File: config.mk
export PLATFORM = sky130hd
export DESIGN_NAME = alu_issue_ctrl
export DESIGN_NICKNAME = d
export VERILOG_FILES = /design/src/rtl/alu_issue_ctrl.sv
export SDC_FILE = /design/constraint.sdc
export NUM_CORES = 1
export LEC_CHECK = 0
export CAP_MARGIN = 10
export CORE_ASPECT_RATIO = 0.6
export CORE_MARGIN = 8
export CORE_UTILIZATION = 38
export DETAILED_ROUTE_END_ITERATION = 8
export GPL_TIMING_DRIVEN = 0
export MAX_ROUTING_LAYER = met4
export PLACE_DENSITY = 0.77
export SETUP_SLACK_MARGIN = 0.15
export SYNTH_ARGS = -nofsm -noshare
export SYNTH_HDL_FRONTEND = slang
export SYNTH_SLANG_ARGS = --single-unit
File: constraint.sdc
create_clock -name clk -period 1.2 [get_ports clk]
set_input_delay 0.24 -clock clk [delete_from_list [all_inputs] [get_ports clk]]
set_output_delay 0.24 -clock clk [all_outputs]
set_load 0.01 [all_outputs]
File: src/rtl/alu_issue_ctrl.sv
// Execute-stage ALU issuer: decode, issue stage A, writeback stage B.
// Optional ALU_ILLEGAL_TRAP_EN flags illegal ops and zeroes their result.
module alu_issue_ctrl #(
  parameter int DW = 32,
  parameter int RW = 5
) (
  input  logic          clk,
  input  logic          rst_n,
  input  logic          in_valid,
  output logic          in_ready,
  input  logic [1:0]    in_aluop,
  input  logic [5:0]    in_funct,
  input  logic [DW-1:0] in_src1,
  input  logic [DW-1:0] in_src2,
  input  logic [RW-1:0] in_rd,
  output logic [DW-1:0] alu_src1,
  output logic [DW-1:0] alu_src2,
  output logic [3:0]    alu_ctrl,
  input  logic [DW-1:0] alu_result,
  input  logic          alu_zero,
  output logic          out_valid,
  input  logic          out_ready,
  output logic [DW-1:0] out_result,
  output logic [RW-1:0] out_rd,
  output logic          out_branch_taken,
  output logic          out_illegal
);

  logic [3:0]    dec_ctrl;
  logic          dec_branch;
  logic          dec_illegal;
  logic          a_valid;
  logic [RW-1:0] a_rd;
  logic          a_branch;
  logic          b_valid;
  logic          b_adv;
  logic          a_adv;
  logic          load_a;

  always_comb begin
    dec_ctrl    = 4'b0010;
    dec_branch  = 1'b0;
    dec_illegal = 1'b0;
    unique case (1'b1)
      (in_aluop == 2'b00): dec_ctrl = 4'b0010;
      (in_aluop == 2'b01): begin
        dec_ctrl   = 4'b0110;
        dec_branch = 1'b1;
      end
      (in_aluop == 2'b10): begin
        case (in_funct)
          6'b100000: dec_ctrl = 4'b0010;
          6'b100010: dec_ctrl = 4'b0110;
          6'b100100: dec_ctrl = 4'b0000;
          6'b100101: dec_ctrl = 4'b0001;
          6'b101010: dec_ctrl = 4'b0111;
          default:   dec_illegal = 1'b1;
        endcase
      end
      default: dec_illegal = 1'b1;
    endcase
  end

  assign b_adv     = !b_valid || out_ready;
  assign a_adv     = a_valid && b_adv;
  assign in_ready  = !a_valid || b_adv;
  assign load_a    = in_valid && in_ready;
  assign out_valid = b_valid;

`ifdef ALU_ILLEGAL_TRAP_EN
  logic a_illegal;

  always_ff @(posedge clk) begin
    if (!rst_n) begin
      a_illegal <= 1'b0;
    end else if (load_a) begin
      a_illegal <= dec_illegal;
    end
  end

  always_ff @(posedge clk) begin
    if (!rst_n) begin
      out_result       <= '0;
      out_branch_taken <= 1'b0;
      out_illegal      <= 1'b0;
    end else if (a_adv) begin
      out_result       <= a_illegal ? '0 : alu_result;
      out_branch_taken <= a_branch && alu_zero && !a_illegal;
      out_illegal      <= a_illegal;
    end
  end
`else
  // Illegal encodings already decode to add; nothing is flagged.
  logic unused_illegal;
  assign unused_illegal = dec_illegal;
  assign out_illegal    = 1'b0;

  always_ff @(posedge clk) begin
    if (!rst_n) begin
      out_result       <= '0;
      out_branch_taken <= 1'b0;
    end else if (a_adv) begin
      out_result       <= alu_result;
      out_branch_taken <= a_branch && alu_zero;
    end
  end
`endif

  always_ff @(posedge clk) begin
    if (!rst_n) begin
      a_valid  <= 1'b0;
      alu_ctrl <= 4'b0010;
      alu_src1 <= '0;
      alu_src2 <= '0;
      a_rd     <= '0;
      a_branch <= 1'b0;
    end else if (load_a) begin
      a_valid  <= 1'b1;
      alu_ctrl <= dec_ctrl;
      alu_src1 <= in_src1;
      alu_src2 <= in_src2;
      a_rd     <= in_rd;
      a_branch <= dec_branch;
    end else if (a_adv) begin
      a_valid <= 1'b0;
    end
  end

  always_ff @(posedge clk) begin
    if (!rst_n) begin
      b_valid <= 1'b0;
      out_rd  <= '0;
    end else if (a_adv) begin
      b_valid <= 1'b1;
      out_rd  <= a_rd;
    end else if (out_valid && out_ready) begin
      b_valid <= 1'b0;
    end
  end

endmodule
==> results of run 1 <==
-- state kept, by name (all words and copies together), names as in the netlist, 3 cells and up --
| name | flops |
|---|---|
| alu_ctrl | 3 |
| out_result | 32 |
| a_rd | 5 |
| alu_src2 | 32 |
| alu_src1 | 32 |
| out_rd | 5 |
-- final cells by class --
cell class              count  share of cell area
plain buffers              61              0.0606
clock buffers              19              0.0422
clock inverters            13              0.0154
inverters                   6             0.00322
multi-input cells         351               0.304
flip-flops and latches    113               0.230
well taps                 170              0.0203
repair buffers            316               0.324
-- power by group through the flow --
stage	sequential (mW)	clock (mW)	combinational, mW
2_1_floorplan	4.20	0	0.564
3_3_place_gp	4.12	0	1.55
3_5_place_dp	4.13	0	1.58
4_1_cts	4.13	5.22	1.80
5_1_grt	4.17	5.41	2.40
6_report	4.15	5.21	2.28
-- cells by family (layout without fill, tap and decap cells) --
logic type,Yosys count,after routing,synth area share
AOI/OAI and AO/OA,226,226,0.273
and+or+nand+nor,121,121,0.178
DFF,113,113,0.461
buffers and inverters,67,415,0.0816
adders and majority gates,2,2,0.00510
other,1,2,0.000764
-- worst min path at each step --
stage / startpoint / slack [ns] / end
finish: rst_n / 0.29 / alu_ctrl[1]
detailed placement: alu_ctrl[2] / 0.46 / alu_ctrl[2]
floorplan: rst_n / 0.37 / alu_ctrl[1]
global placement: a_rd[4] / 0.46 / out_rd[4]
global route: rst_n / 0.30 / alu_ctrl[1]
CTS: rst_n / 0.27 / alu_ctrl[1]
-- worst reg2reg max path, delay by kind of cell, from the launching register on --
kind	cells	cell delay, ns
AOI/OAI and AO/OA	2	0.30
buffers and inverters	4	0.58
DFF	1	0.32
and+or+nand+nor	1	0.18
-- what timing repair did --
| item | 4_1_cts | 5_1_grt |
|---|---|---|
| gates resized for setup | 806 | 249 |
| buffers inserted | 24 | 60 |
| pin swaps | 19 | 50 |
| endpoints found under the setup margin | 220 | 220 |
| gates cloned | 9 | 3 |
-- stage by stage --
stage | area, µm² | setup TNS (ns) | hold WS (ns) | setup WS [ns]
2_1_floorplan | 4930 | 0 | 0.366 | 0.00716
3_3_place_gp | 7340 | -81.18 | 0.460 | -0.967
3_5_place_dp | 7340 | -84.43 | 0.458 | -0.971
4_1_cts | 9010 | -14.74 | 0.270 | -0.345
5_1_grt | 10500 | -26.14 | 0.300 | -0.394
6_report | 10500 | -20.73 | 0.289 | -0.331
-- routing by layer --
metal,vias to the layer above,global-route usage,share of wire
met5,-,-,0
met4,0,0.0639,0.018
met3,35,0.0652,0.066
met2,243,0.362,0.49
met1,2767,0.289,0.42
li1,2609,-,-
-- layout by cell type (no fill, tap or decap), types with 5 or more instances in the layout --
cell,instances
a21oi_1,32
a21oi_2,80
buf_12,19
buf_16,8
buf_2,11
buf_4,71
buf_6,117
buf_8,11
clkbuf_1,6
clkbuf_16,20
clkbuf_2,10
clkbuf_4,5
clkbuf_8,5
clkdlybuf4s50_1,111
clkinvlp_4,5
dfxtp_1,6
dfxtp_2,99
dfxtp_4,8
nand3_1,50
nand3_2,19
nand3_4,39
o21ai_1,10
o21ai_2,84
o21ai_4,14
==> qor.txt, run 1 <==
max_cap viols: 0
min-delay worst type: input port to flop
Worst VDD drop: 0.959 mV
CP Launch Point: out_valid
dpl hpwl: 13300 µm
CTS sink count: 113
failing checks: setup timing
Sw Pwr: 3.10 mW
reg2reg setup slack: -0.31 ns
antenna violations before repair: 0
Overall Power: 11.6 mW
Die Y-Extent: 104 µm
final setup violation count: 113
share of cells above drive strength 1: 0.727
Clk Latency, worst-skew pair: 0.41 ns
post-synth top area share: 0.461
root buffer cell: clkbuf_16
DRT iter0 DRCs: 342
Fin. Hold Viols: 0
Worst path depth: 5
Switching Share: 0.266
worst reg2reg path depth: 7
worst clock skew: 0.0101 ns
DRT antenna net count: 0
DRC: 0
Remaining Overflow, GRT: 0
# diodes: 0
Netlist cell types: 31
Avg Vias per Cell: 5.39
Cell Area, Synth: 4910 µm²
Die Width: 163 µm
non-filler cells in the finished layout: 1049
CTS tree: done
status: finished with violations
max-slew violations: 0
Setup CP Type: flop to output port
RSZ-0062 raised after global routing: yes
static leakage: 4.03 nW
internal power: 8.55 mW
register bit total from synthesis: 113
largest net degree at the start of global routing: 17
Worst Slack Setup Final: -0.331 ns
Worst EP required: 0.96 ns
IO buf count: 220
Sequential Power Share: 0.356
# fillers: 699
Critical Path AT: 1.29 ns
Slowest-stage cell, CP: dfxtp_2
Pwr per Cell Area: 1110 nW/µm²
number of synthesized flops with an enable pin: 0
Rows: 32
gr usage total: 0.232
starting density of the core: 0.385
area of the multi-input gates: 3180 µm²
# IOs: 223
gpl congestion: 0.835
final core utilization: 0.824
most used flip-flop cell after synthesis: dfxtp_1
WL per Instance: 22.1 µm
syn_area_per_cell: 9.26 µm²
Setup crit end kind: output port
Clock power frac: 0.448
cell family with most CP delay: buffers and inverters
count of hold-fix buffers inserted at cts: 0
post-route minimum period: 1.53 ns
Critical Path End: in_ready
register area: 2420 µm²
crit-path cells: and3b_1 -> buf_6 -> inv_8 -> buf_8 -> buf_6
asr flop ratio synth: 0
vias post-DR: 5654
worst reg2reg path endpoint: alu_src1[20]
CP startpoint kind: flop
clk buf depth: 2
number of global-route vias before repair: 5588
cell mode on critical path: buf_6
CTS H-Tree Depth: 4
cts bufs inserted: 17
Synth area leader: dfxtp_1
Max transition margin: 0.510
combinational share of power: 0.196
Peak Freq: 653 MHz
yosys warns: 0
Cells after Synth: 530
commonest cells in the netlist: dfxtp_1 (113), o21ai_0 (106), a21oi_1 (62), nand3_1 (58)
Worst path max stage delay: 0.34 ns
Critical R2R Launch: a_valid
top cells by area, synth: dfxtp_1 (46%), o21ai_0 (11%), nand3_2 (10%)
DP Cell Count: 921
peak fanout along the critical path: 3
Final Cycle Share: 1.28
full die area: 16900 µm²
Syn-to-layout area delta: 114%
actual slew at the worst max-slew pin: 0.735 ns
DRT Pass-1 Iters: 6
DRT Wirelength: 23100 µm
register area share after synthesis: 0.461
final net count: 982
first-pass GRT wire length: 30800 µm
Worst-path clk slew: 0.06 ns
most frequent cell after synthesis: dfxtp_1
hold path cells: 2
CP bufs+invs: 4
core area: 12700 µm²
Note: power is estimated with default switching activity, not from simulation.
==> run 2, diff against run 1 <==
PLACE_DENSITY = 0.78   (was 0.77)
==> run 2 against run 1 <==
The run still ends with setup timing left. Clock-buffer cell count increased by 2. Clock skew decreased by 0.0029 ns. Die area unchanged. Via count decreased by 1.9%. Fmax decreased by 1.7%. Combinational power decreased by 7%. Total power decreased by 7.6%. Wire length decreased by 7.8%. Critical path type unchanged. Largest cell class unchanged. Highest routed layer unchanged.
==> qor.txt, run 2 (same netlist as run 1, synthesis figures left out) <==
actual slew at the worst max-slew pin: 0.673 ns
dpl hpwl: 13100 µm
max-slew violations: 0
Fin. Hold Viols: 0
RSZ-0062 raised after global routing: yes
min-delay worst type: input port to flop
Max transition margin: 0.551
Worst EP required: 0.96 ns
Worst path max stage delay: 0.35 ns
DRT Pass-1 Iters: 4
Die Y-Extent: 104 µm
most frequent cells in the layout: buf_6 (125), clkdlybuf4s50_1 (112), dfxtp_2 (104), a21oi_2 (76), nand3_2 (69)
cell mode on critical path: buf_6
worst reg2reg path depth: 9
Setup crit end kind: output port
max_cap viols: 0
# IOs: 223
antenna violations before repair: 0
Rows: 32
gr usage total: 0.229
internal power: 7.89 mW
gpl congestion: 0.823
CTS H-Tree Depth: 4
worst reg2reg path endpoint: out_result[12]
largest net degree at the start of global routing: 17
status: finished with violations
DRT antenna net count: 0
largest registers: alu_src1 x32, alu_src2 x32, out_result x32
Critical Path AT: 1.32 ns
vias post-DR: 5548
number of global-route vias before repair: 5578
Die Width: 163 µm
Sw Pwr: 2.87 mW
IO buf count: 220
share of cells above drive strength 1: 0.684
Hold Startpoint: in_src2[1]
reg2reg setup slack: -0.34 ns
peak fanout along the critical path: 2
failing checks: setup timing
count of hold-fix buffers inserted at cts: 0
Sequential Power Share: 0.385
Syn-to-layout area delta: 99.4%
DP Area: 7340 µm²
hold path cells: 3
Design Area, Final: 9780 µm²
Clock power frac: 0.419
Final Cycle Share: 1.30
crit-path cells: and3b_1 -> buf_6 -> clkinv_4 -> buf_8 -> buf_6
Pwr per Cell Area: 1100 nW/µm²
CP startpoint kind: flop
starting density of the core: 0.385
commonest non-fill, non-tap cell in the layout: buf_6
Overall Power: 10.8 mW
final net count: 966
Switching Share: 0.267
# diodes: 0
DP Cell Count: 921
DRT iter0 DRCs: 277
worst clock skew: 0.00715 ns
Min Hold Slack: 0.397 ns
DRT Wirelength: 21300 µm
Avg Vias per Cell: 5.38
Fin Setup TNS: -25.63 ns
CTS tree: done
clk buf depth: 2
Worst VDD drop: 1.01 mV
combinational share of power: 0.196
core area: 12700 µm²
Slowest-stage cell, CP: dfxtp_2
CTS sink count: 113
WL per Instance: 20.7 µm
Post-Place Worst Slack: -0.996 ns
root buffer cell: clkbuf_16
Worst Slack Setup Final: -0.357 ns
static leakage: 3.89 nW
final setup violation count: 115
Critical R2R Launch: out_valid
Hold EP: alu_src2[1]
non-filler cells in the finished layout: 1032
Worst-path clk slew: 0.05 ns
final core utilization: 0.768
first-pass GRT wire length: 30600 µm
Clk Latency, worst-skew pair: 0.39 ns
DRC: 0
cts bufs inserted: 17
Peak Freq: 642 MHz
Remaining Overflow, GRT: 0
Setup CP Type: flop to output port
full die area: 16900 µm²
post-route minimum period: 1.56 ns
-- run 2: cell types whose count changed in the layout (fill, tap and decap cells not counted), sizes merged --
cell           change
bufinv             -3
clkinv             +2
dlygate4sd2        -1
clkdlybuf4s50      +1
bufbuf             +6
buf               -21
inv                -2
clkbuf             +1
-- run 2: timing repair --
action	CTS	global route
buffers inserted	22	45
pin swaps	11	45
resized for setup	803	135
endpoints found under the setup margin	217	220
gates cloned	11	2
-- run 2: worst max-delay path by stage --
| stage | from | endpoint | slack [ns] | cells after the start |
|---|---|---|---|---|
| finish | a_valid | in_ready | -0.36 | 5 |
| global route | a_valid | in_ready | -0.39 | 5 |
| CTS | out_valid | in_ready | -0.36 | 5 |
| detailed placement | out_ready | in_ready | -1.0 | 6 |
| global placement | out_ready | in_ready | -0.99 | 6 |
| floorplan | out_valid | alu_src2[4] | 0.007 | 7 |
-- run 2: area by class of cell --
cell class / count / area, µm²
inverters: 6 / 31.3
clock inverters: 10 / 63.8
clock buffers: 21 / 460
flip-flops and latches: 113 / 2400
repair buffers: 300 / 3250
fillers: 802 / 2950
multi-input cells: 351 / 2760
plain buffers: 61 / 609
well taps: 170 / 213
-- run 2: critical path: cells and delay by family, from the launching register on --
kind | cells | cell delay, ns
and+or+nand+nor | 1 | 0.19
buffers and inverters | 4 | 0.39
DFF | 1 | 0.35
-- run 2: power groups by stage --
| stage | clock network (mW) | logic [mW] | registers [mW] |
|---|---|---|---|
| 2_1_floorplan | 0 | 0.564 | 4.20 |
| 3_3_place_gp | 0 | 1.54 | 4.12 |
| 3_5_place_dp | 0 | 1.57 | 4.13 |
| 4_1_cts | 4.52 | 1.80 | 4.14 |
| 5_1_grt | 4.74 | 2.23 | 4.16 |
| 6_report | 4.50 | 2.11 | 4.15 |
-- run 2: per-layer routing --
| layer | track usage | up-vias | wire, µm |
|---|---|---|---|
| met3 | 0.0601 | 26 | 1440 |
| met4 | 0.0619 | 0 | 335 |
| met1 | 0.284 | 2752 | 9340 |
| met2 | 0.361 | 212 | 10200 |
| li1 | - | 2558 | - |
| met5 | - | - | 0 |
